===== config.mk =====
export PLATFORM = sky130hd
export DESIGN_NAME = dot8_acc
export DESIGN_NICKNAME = d
export VERILOG_FILES = /design/src/rtl/dot8_acc_pkg.sv /design/src/rtl/dot8_acc_arith.sv /design/src/rtl/dot8_acc.sv
export SDC_FILE = /design/constraint.sdc
export NUM_CORES = 1
export LEC_CHECK = 0
export CELL_PAD_IN_SITES_DETAIL_PLACEMENT = 1
export CELL_PAD_IN_SITES_GLOBAL_PLACEMENT = 1
export CORE_AREA = 4 4 118 120
export CTS_CLUSTER_DIAMETER = 40
export CTS_CLUSTER_SIZE = 12
export DETAILED_ROUTE_END_ITERATION = 16
export DIE_AREA = 0 0 122 124
export GPL_ROUTABILITY_DRIVEN = 0
export HOLD_SLACK_MARGIN = 0.03
export MAX_ROUTING_LAYER = met4
export PLACE_DENSITY_LB_ADDON = 0.05
export REMOVE_ABC_BUFFERS = 1
export SYNTH_ARGS = -nofsm -noshare
export SYNTH_HDL_FRONTEND = slang
export SYNTH_SLANG_ARGS = --single-unit

===== constraint.sdc =====
create_clock -name clock -period 3.7 [get_ports clock]
set_input_delay 0.74 -clock clock [delete_from_list [all_inputs] [get_ports clock]]
set_output_delay 0.74 -clock clock [all_outputs]
set_load 0.01 [all_outputs]

===== src/rtl/dot8_acc_pkg.sv =====
// dot8_acc_pkg: shared FSM encoding and default sizing for the dot-product accumulator.
package dot8_acc_pkg;
  localparam logic S_ACC = 1'b0;
  localparam logic S_OUT = 1'b1;
  localparam int ACC_W_DEF = 20;
  localparam int LEN_DEF = 4;
endpackage


===== src/rtl/dot8_acc_arith.sv =====
// dot8_acc_arith: 8x8 natural multiplier and N-bit adder used by the accumulator.
module mul8 (
  input  logic [7:0]  a,
  input  logic [7:0]  b,
  output logic [15:0] p
);
  assign p = 16'(a) * 16'(b);
endmodule

module add #(
  parameter int N = 21
) (
  input  logic [N-1:0] a,
  input  logic [N-1:0] b,
  input  logic         c_in,
  output logic [N-1:0] s
);
  assign s = a + b + N'(c_in);
endmodule


===== src/rtl/dot8_acc.sv =====
// dot8_acc: accumulates LEN products of 8-bit pairs and presents the sum on a valid/ready port.
module dot8_acc
  import dot8_acc_pkg::*;
#(
  parameter int LEN = LEN_DEF,
  parameter int ACC_W = ACC_W_DEF
) (
  input  logic             clock,
  input  logic             reset,
  input  logic             in_valid,
  output logic             in_ready,
  input  logic [7:0]       x,
  input  logic [7:0]       y,
  output logic             out_valid,
  input  logic             out_ready,
  output logic [ACC_W-1:0] sum,
  output logic             ovf
);
  logic             state;
  logic [ACC_W-1:0] acc;
  logic             acc_ovf;
  logic [7:0]       cnt;
  logic [15:0]      p;
  logic [ACC_W:0]   s;
  logic             accept;
  logic             last;
  mul8 u_mul (.a(x), .b(y), .p(p));
  // bit ACC_W of the widened sum is the carry out of the accumulator
  add #(.N(ACC_W + 1)) u_add (
    .a   ({1'b0, acc}),
    .b   ({{(ACC_W + 1 - 16){1'b0}}, p}),
    .c_in(1'b0),
    .s   (s)
  );
  assign in_ready = (state == S_ACC) | out_ready;
  assign accept = in_valid & in_ready;
  assign last = cnt == 8'(LEN - 1);
  always_ff @(posedge clock or posedge reset) begin
    if (reset) begin
      state     <= S_ACC;
      acc       <= '0;
      acc_ovf   <= 1'b0;
      cnt       <= '0;
      sum       <= '0;
      ovf       <= 1'b0;
      out_valid <= 1'b0;
    end else begin
      if (state == S_OUT && out_ready) begin
        out_valid <= 1'b0;
        state     <= S_ACC;
      end
      if (accept && last) begin
        sum       <= s[ACC_W-1:0];
        ovf       <= acc_ovf | s[ACC_W];
        out_valid <= 1'b1;
        acc       <= '0;
        acc_ovf   <= 1'b0;
        cnt       <= '0;
        state     <= S_OUT;
      end else if (accept) begin
        acc     <= s[ACC_W-1:0];
        acc_ovf <= acc_ovf | s[ACC_W];
        cnt     <= cnt + 8'd1;
      end
    end
  end
endmodule

; Word level (Yosys, flattened, before mapping)
; Index checks and enable logic that the tools add are counted.
[totals]
reg_bits = 51
latch_bits = 0
ram_bits = 0
rom_bits = 0
inputBits = 20
output_inout_bits = 23
wordCells = 26
n_memories = 0
[classes]
addsub = 2
n_mul = 1
div_mod_pow = 0
magnitude_cmp = 0
n_eq_ne = 1
shifts = 0
mux = 8
n_bitwise = 4
reduce_logical = 4
[op_table]
columns = cell, count
row1 = $mux 20, 2
row2 = $add 20x16->21, 1
row3 = $mul 8x8->16, 1
row4 = $mux 8, 2
row5 = $add 8x1->8 const B, 1
row6 = $eq 8x2->1 const B, 1
row7 = $mux 1, 4
row8 = $reduce_bool 2->1, 2
row9 = $logic_and 1x1->1, 2
row10 = $or 1x1->1, 2
row11 = $and 1x1->1, 1
row12 = $not 1->1, 1

; Logic depth before layout (Yosys ltp)
[logic_depth]
depth_word = 5
ltp_mapped = 19
ltp_nobuf = 18

; Cells and area by module
; A second synthesis with hierarchy kept.
[unflattened]
cells_unflattened = 576
hier_area_um2 = 5350.1
[by_module_without_submodules]
columns = mod, instances, cells_per_inst, area_each_um2, seq_area_each_um2
row1 = dot8_acc, 1, 177, 2154.6, 1276.2
row2 = mul8, 1, 243, 2122.0, 0.0
row3 = add, 1, 156, 1073.5, 0.0

; Worst setup path after synthesis
; OpenSTA, ideal clock, no wires.
[synth_timing]
path_type = input to register
from = input port y[1]
to = register ovf
setup_ns = 0.126
arrival_ns = 4.574
t_required_ns = 3.574
slack_ns = -1.000
cell_stages = 17
n_path_buf = 1
path_cell_list = clkbuf_1 nand2_1 fa_1 inv_1 fa_1 inv_1 fa_1 fa_1 inv_1 ha_1 o21ai_0 o21ai_1 nand4_1 a31oi_1 a221o_2 a31oi_1 a21oi_1
[synth_between]
elab_chain_len = 3
[synth_lines]
columns = item, line_no
row1 = "start, declared", dot8_acc.sv:13  ; input logic [7:0] y,
row2 = $mul 8x8->16, dot8_acc_arith.sv:7  ; assign p = 16'(a) * 16'(b);
row3 = $add 20x16->21, dot8_acc_arith.sv:18  ; assign s = a + b + N'(c_in);
row4 = $or 1x1->1, dot8_acc.sv:54  ; ovf <= acc_ovf | s[ACC_W];
row5 = "end signal, assigned", dot8_acc.sv:54
row6 = "end, declared", dot8_acc.sv:17  ; output logic ovf
; No other way between the ends.
; A chain may end at the register's enable or synchronous reset.

; Worst setup path in the final report
[layout_timing]
from = input port y[5]
to = register ovf
; Same word-level chain as after synthesis.

==> metrics.md <==
| Metric | Value |
|---|---|
| Result of the run | finished, violations left |
| Failing checks | negative setup slack |
| Worst reg-to-reg setup slack | -0.55 ns |
| Sequential fraction of the synthesis area | 27.1% |
| Count of boundary I/O pins | 43 |
| Maximum number of pins on one net before global-route repair | 34 |
| Leading post-synthesis cells by cell area | sky130_fd_sc_hd__dfrtp_1 (27%), sky130_fd_sc_hd__fa_1 (21%), sky130_fd_sc_hd__ha_1 (11%) |
| Number of antenna diodes | 0 |
| Synth Area per Inst | 9.17 um2 |
| Hold buffer count at CTS | 0 |
| Endpoint type of the worst setup path | flip-flop |
| Post-layout nets | 748 |
| Skew-Pair Late Insertion Delay | 0.29 ns |
| Core Region | 0.0130 mm2 |
| CTS max path bufs | 2 |
| Overflow after GRT | 0 |
| Antenna violations before repair | 0 |
| Post-synthesis register bit count | 51 |
| Layout area overhead | 42.9% |
| Final Hold Violating Endpoints | 0 |
| Critical Path Source Type | input pin |
| TritonCTS clock tree | built |
| Number of remaining DRC errors | 0 |
| Type of the setup path with the least slack | input pin to flip-flop |
| Yosys synthesis warning count | 0 |
| Slew at the pin closest to its max-slew limit | 0.527 ns |
| IO Port Bufs | 42 |
| Worst Path Arrival | 4.74 ns |
| Global-route wire length before repair | 22500 um |
| Max Clk Rate | 219 MHz |
| Pre-CTS WS | -1.97 ns |
| Routed wirelength normalized by instance count | 16.5 um |
| Die Outline Area | 0.0151 mm2 |
| Via count | 3882 |
| Number of buffers added by the clock tree synthesis step | 5 |
| Number of DRC violations after detailed-routing iteration 0 | 101 |
| Count of clock tree sinks | 51 |
| Fraction of layout instances using a drive strength above 1 | 33.9% |
| Initial Utilization | 36.3% |
| Fin. max-slew vios | 0 |
| Cells traversed along the worst timing path | buf_8 -> and2_4 -> fa_2 -> fa_2 -> fa_1 -> inv_1 -> fa_1 -> inv_1 -> ha_2 -> a21o_1 -> a21o_1 -> a32oi_2 -> a31oi_2 -> a221o_2 -> a31oi_4 -> a21oi_2 |
| Min setup slack post-route | -0.858 ns |
| Max-cap violation count | 0 |
| Highest net fanout along the worst path | 5 |
| Cells after Synth | 514 |
| Fin Setup TNS | -17.76 ns |
| Proportion of netlist area held by the largest area contributor | 27.1% |
| Drt via density | 4.77 |
| HPWL after DPL | 10400 um |
| Netlist area before placement | 0.00471 mm2 |
| Maximum clock skew at final layout | 0.00641 ns |
| Period Utilization, post-route | 123% |
| First-pass detailed-route iteration total | 4 |
| CP max stage delay | 0.57 ns |
| Number of standard-cell rows in the floorplan | 42 |
| Total detailed-routing wirelength | 13400 um |
| Worst slew margin relative to its limit | 64.9% |
| RSZ-0062 raised after global routing | yes |
| Utilization after layout | 51.9% |
| Antenna-violating nets left | 0 |
| Cell type with the highest aggregate area in the netlist | sky130_fd_sc_hd__dfrtp_1 |
| Minimum clock period after layout | 4.56 ns |
| Slowest cell on the critical path | sky130_fd_sc_hd__fa_2 |
| Root buf cell | sky130_fd_sc_hd__clkbuf_16 |
| Vias in the first global route | 4321 |
| Die height | 124 um |
| Data required time at the worst endpoint | 3.88 ns |
| Die outline width | 122 um |
| Final number of setup-violating endpoints | 30 |
| Unique masters post-synth | 42 |
| Worst min-delay path class | flip-flop to flip-flop |
| Overall global routing resource usage | 19.3% |
| H-Tree Depth | 2 |
| Clock transition at the registers of the reported paths | 0.07 ns |
-- logic make-up after synthesis --
family | synth area share, %
buffers and inverters | 9.18
xor gates and xnor gates | 3.53
AOI/OAI and AO/OA | 11.5
adders and majority gates | 32.4
DFF | 27.1
and+or+nand+nor | 16.3
-- flip-flops by register name, summed over array words and instances (netlist names) --
register,flops
state,1
acc_ovf,1
sum,20
ovf,1
acc,20
cnt,8
-- area by class of cell --
| type | count | area, um2 |
|---|---|---|
| clock buffer | 6 | 139 |
| clock inverter | 2 | 35.0 |
| fill | 1462 | 6240 |
| inverter | 95 | 357 |
| multi-input combinational | 358 | 3580 |
| sequential | 51 | 1280 |
| tap | 176 | 220 |
| timing repair buffer | 125 | 1130 |
-- per-layer routing --
layer  vias to the layer above  wire length, um  track usage, %  part of all wire (%)
li1                       1859                -               -                     -
met1                      1965             6310            26.0                    47
met2                        47             6700            32.1                    50
met3                        11              259            1.73                   1.9
met4                         0              170            3.71                   1.3
met5                         -                0               -                     0
-- final timing paths --
kind	end	start	cells past startpoint
worst min register to register	cnt[7]$_DFFE_PP0P_	cnt[7]$_DFFE_PP0P_	1
worst max register to register	acc[15]$_DFFE_PP0P_	acc[6]$_DFFE_PP0P_	18
worst min-delay path	cnt[7]$_DFFE_PP0P_	cnt[7]$_DFFE_PP0P_	1
worst max-delay path	ovf$_DFFE_PP0P_	y[5]	16
max in group asynchronous	cnt[1]$_DFFE_PP0P_	reset	3
min in group asynchronous	acc[9]$_DFFE_PP0P_	reset	2
-- cell usage in the layout, fill, tap and decap left out, drive strengths merged, types with 5 or more instances in the layout --
master,count
o21ai,35
fa,50
and2,37
nand3,5
xnor2,14
a22o,5
inv,95
xor2,5
a21o,5
ha,42
dfrtp,51
clkdlybuf4s50,26
a21oi,16
nand2,100
nor2,11
buf,98
clkbuf,7
-- Yosys cell counts (all sizes together) --
library cell  count
clkbuf            4
a21boi            1
or4               1
o21bai            1
or2               1
and2             37
nor2             11
o22ai             3
xor2              5
nand4             3
xnor2            14
a221o             1
a22o              5
dfrtp            51
a221oi            1
nand3             5
o31ai             4
a31oi             4
o211a             2
nor3              1
a211oi            1
o21ai            35
ha               42
nand2           100
a21oi            16
nor2b             2
inv              95
or2b              2
a41oi             1
a21o              5
buf               6
a32oi             1
fa               50
and3              2
o41ai             1
-- stage by stage --
step	cells	area [um2]	hold WS, ns
after detailed placement	785	5750	0.455
after global routing	813	6740	0.505
after CTS	806	6450	0.468
after global placement	785	5750	0.457
final	813	6740	0.465
after floorplan	504	4640	0.437
-- repair_timing --
item / 4_1_cts / 5_1_grt
endpoints found under the setup margin: 35 / 32
pin swaps: 82 / 44
gates resized for setup: 189 / 53
setup buffers: 15 / 10
-- worst max-delay path: cells and delay by family --
kind	cells	cell delay (ns)
and+or+nand+nor	1	0.15
AOI/OAI and AO/OA	7	1.45
buffers and inverters	3	0.21
adders and majority gates	5	2.18
Power is left out: the tool's default activity adds up to more than one toggle a clock period on the data nets, which glitch-free logic cannot reach.
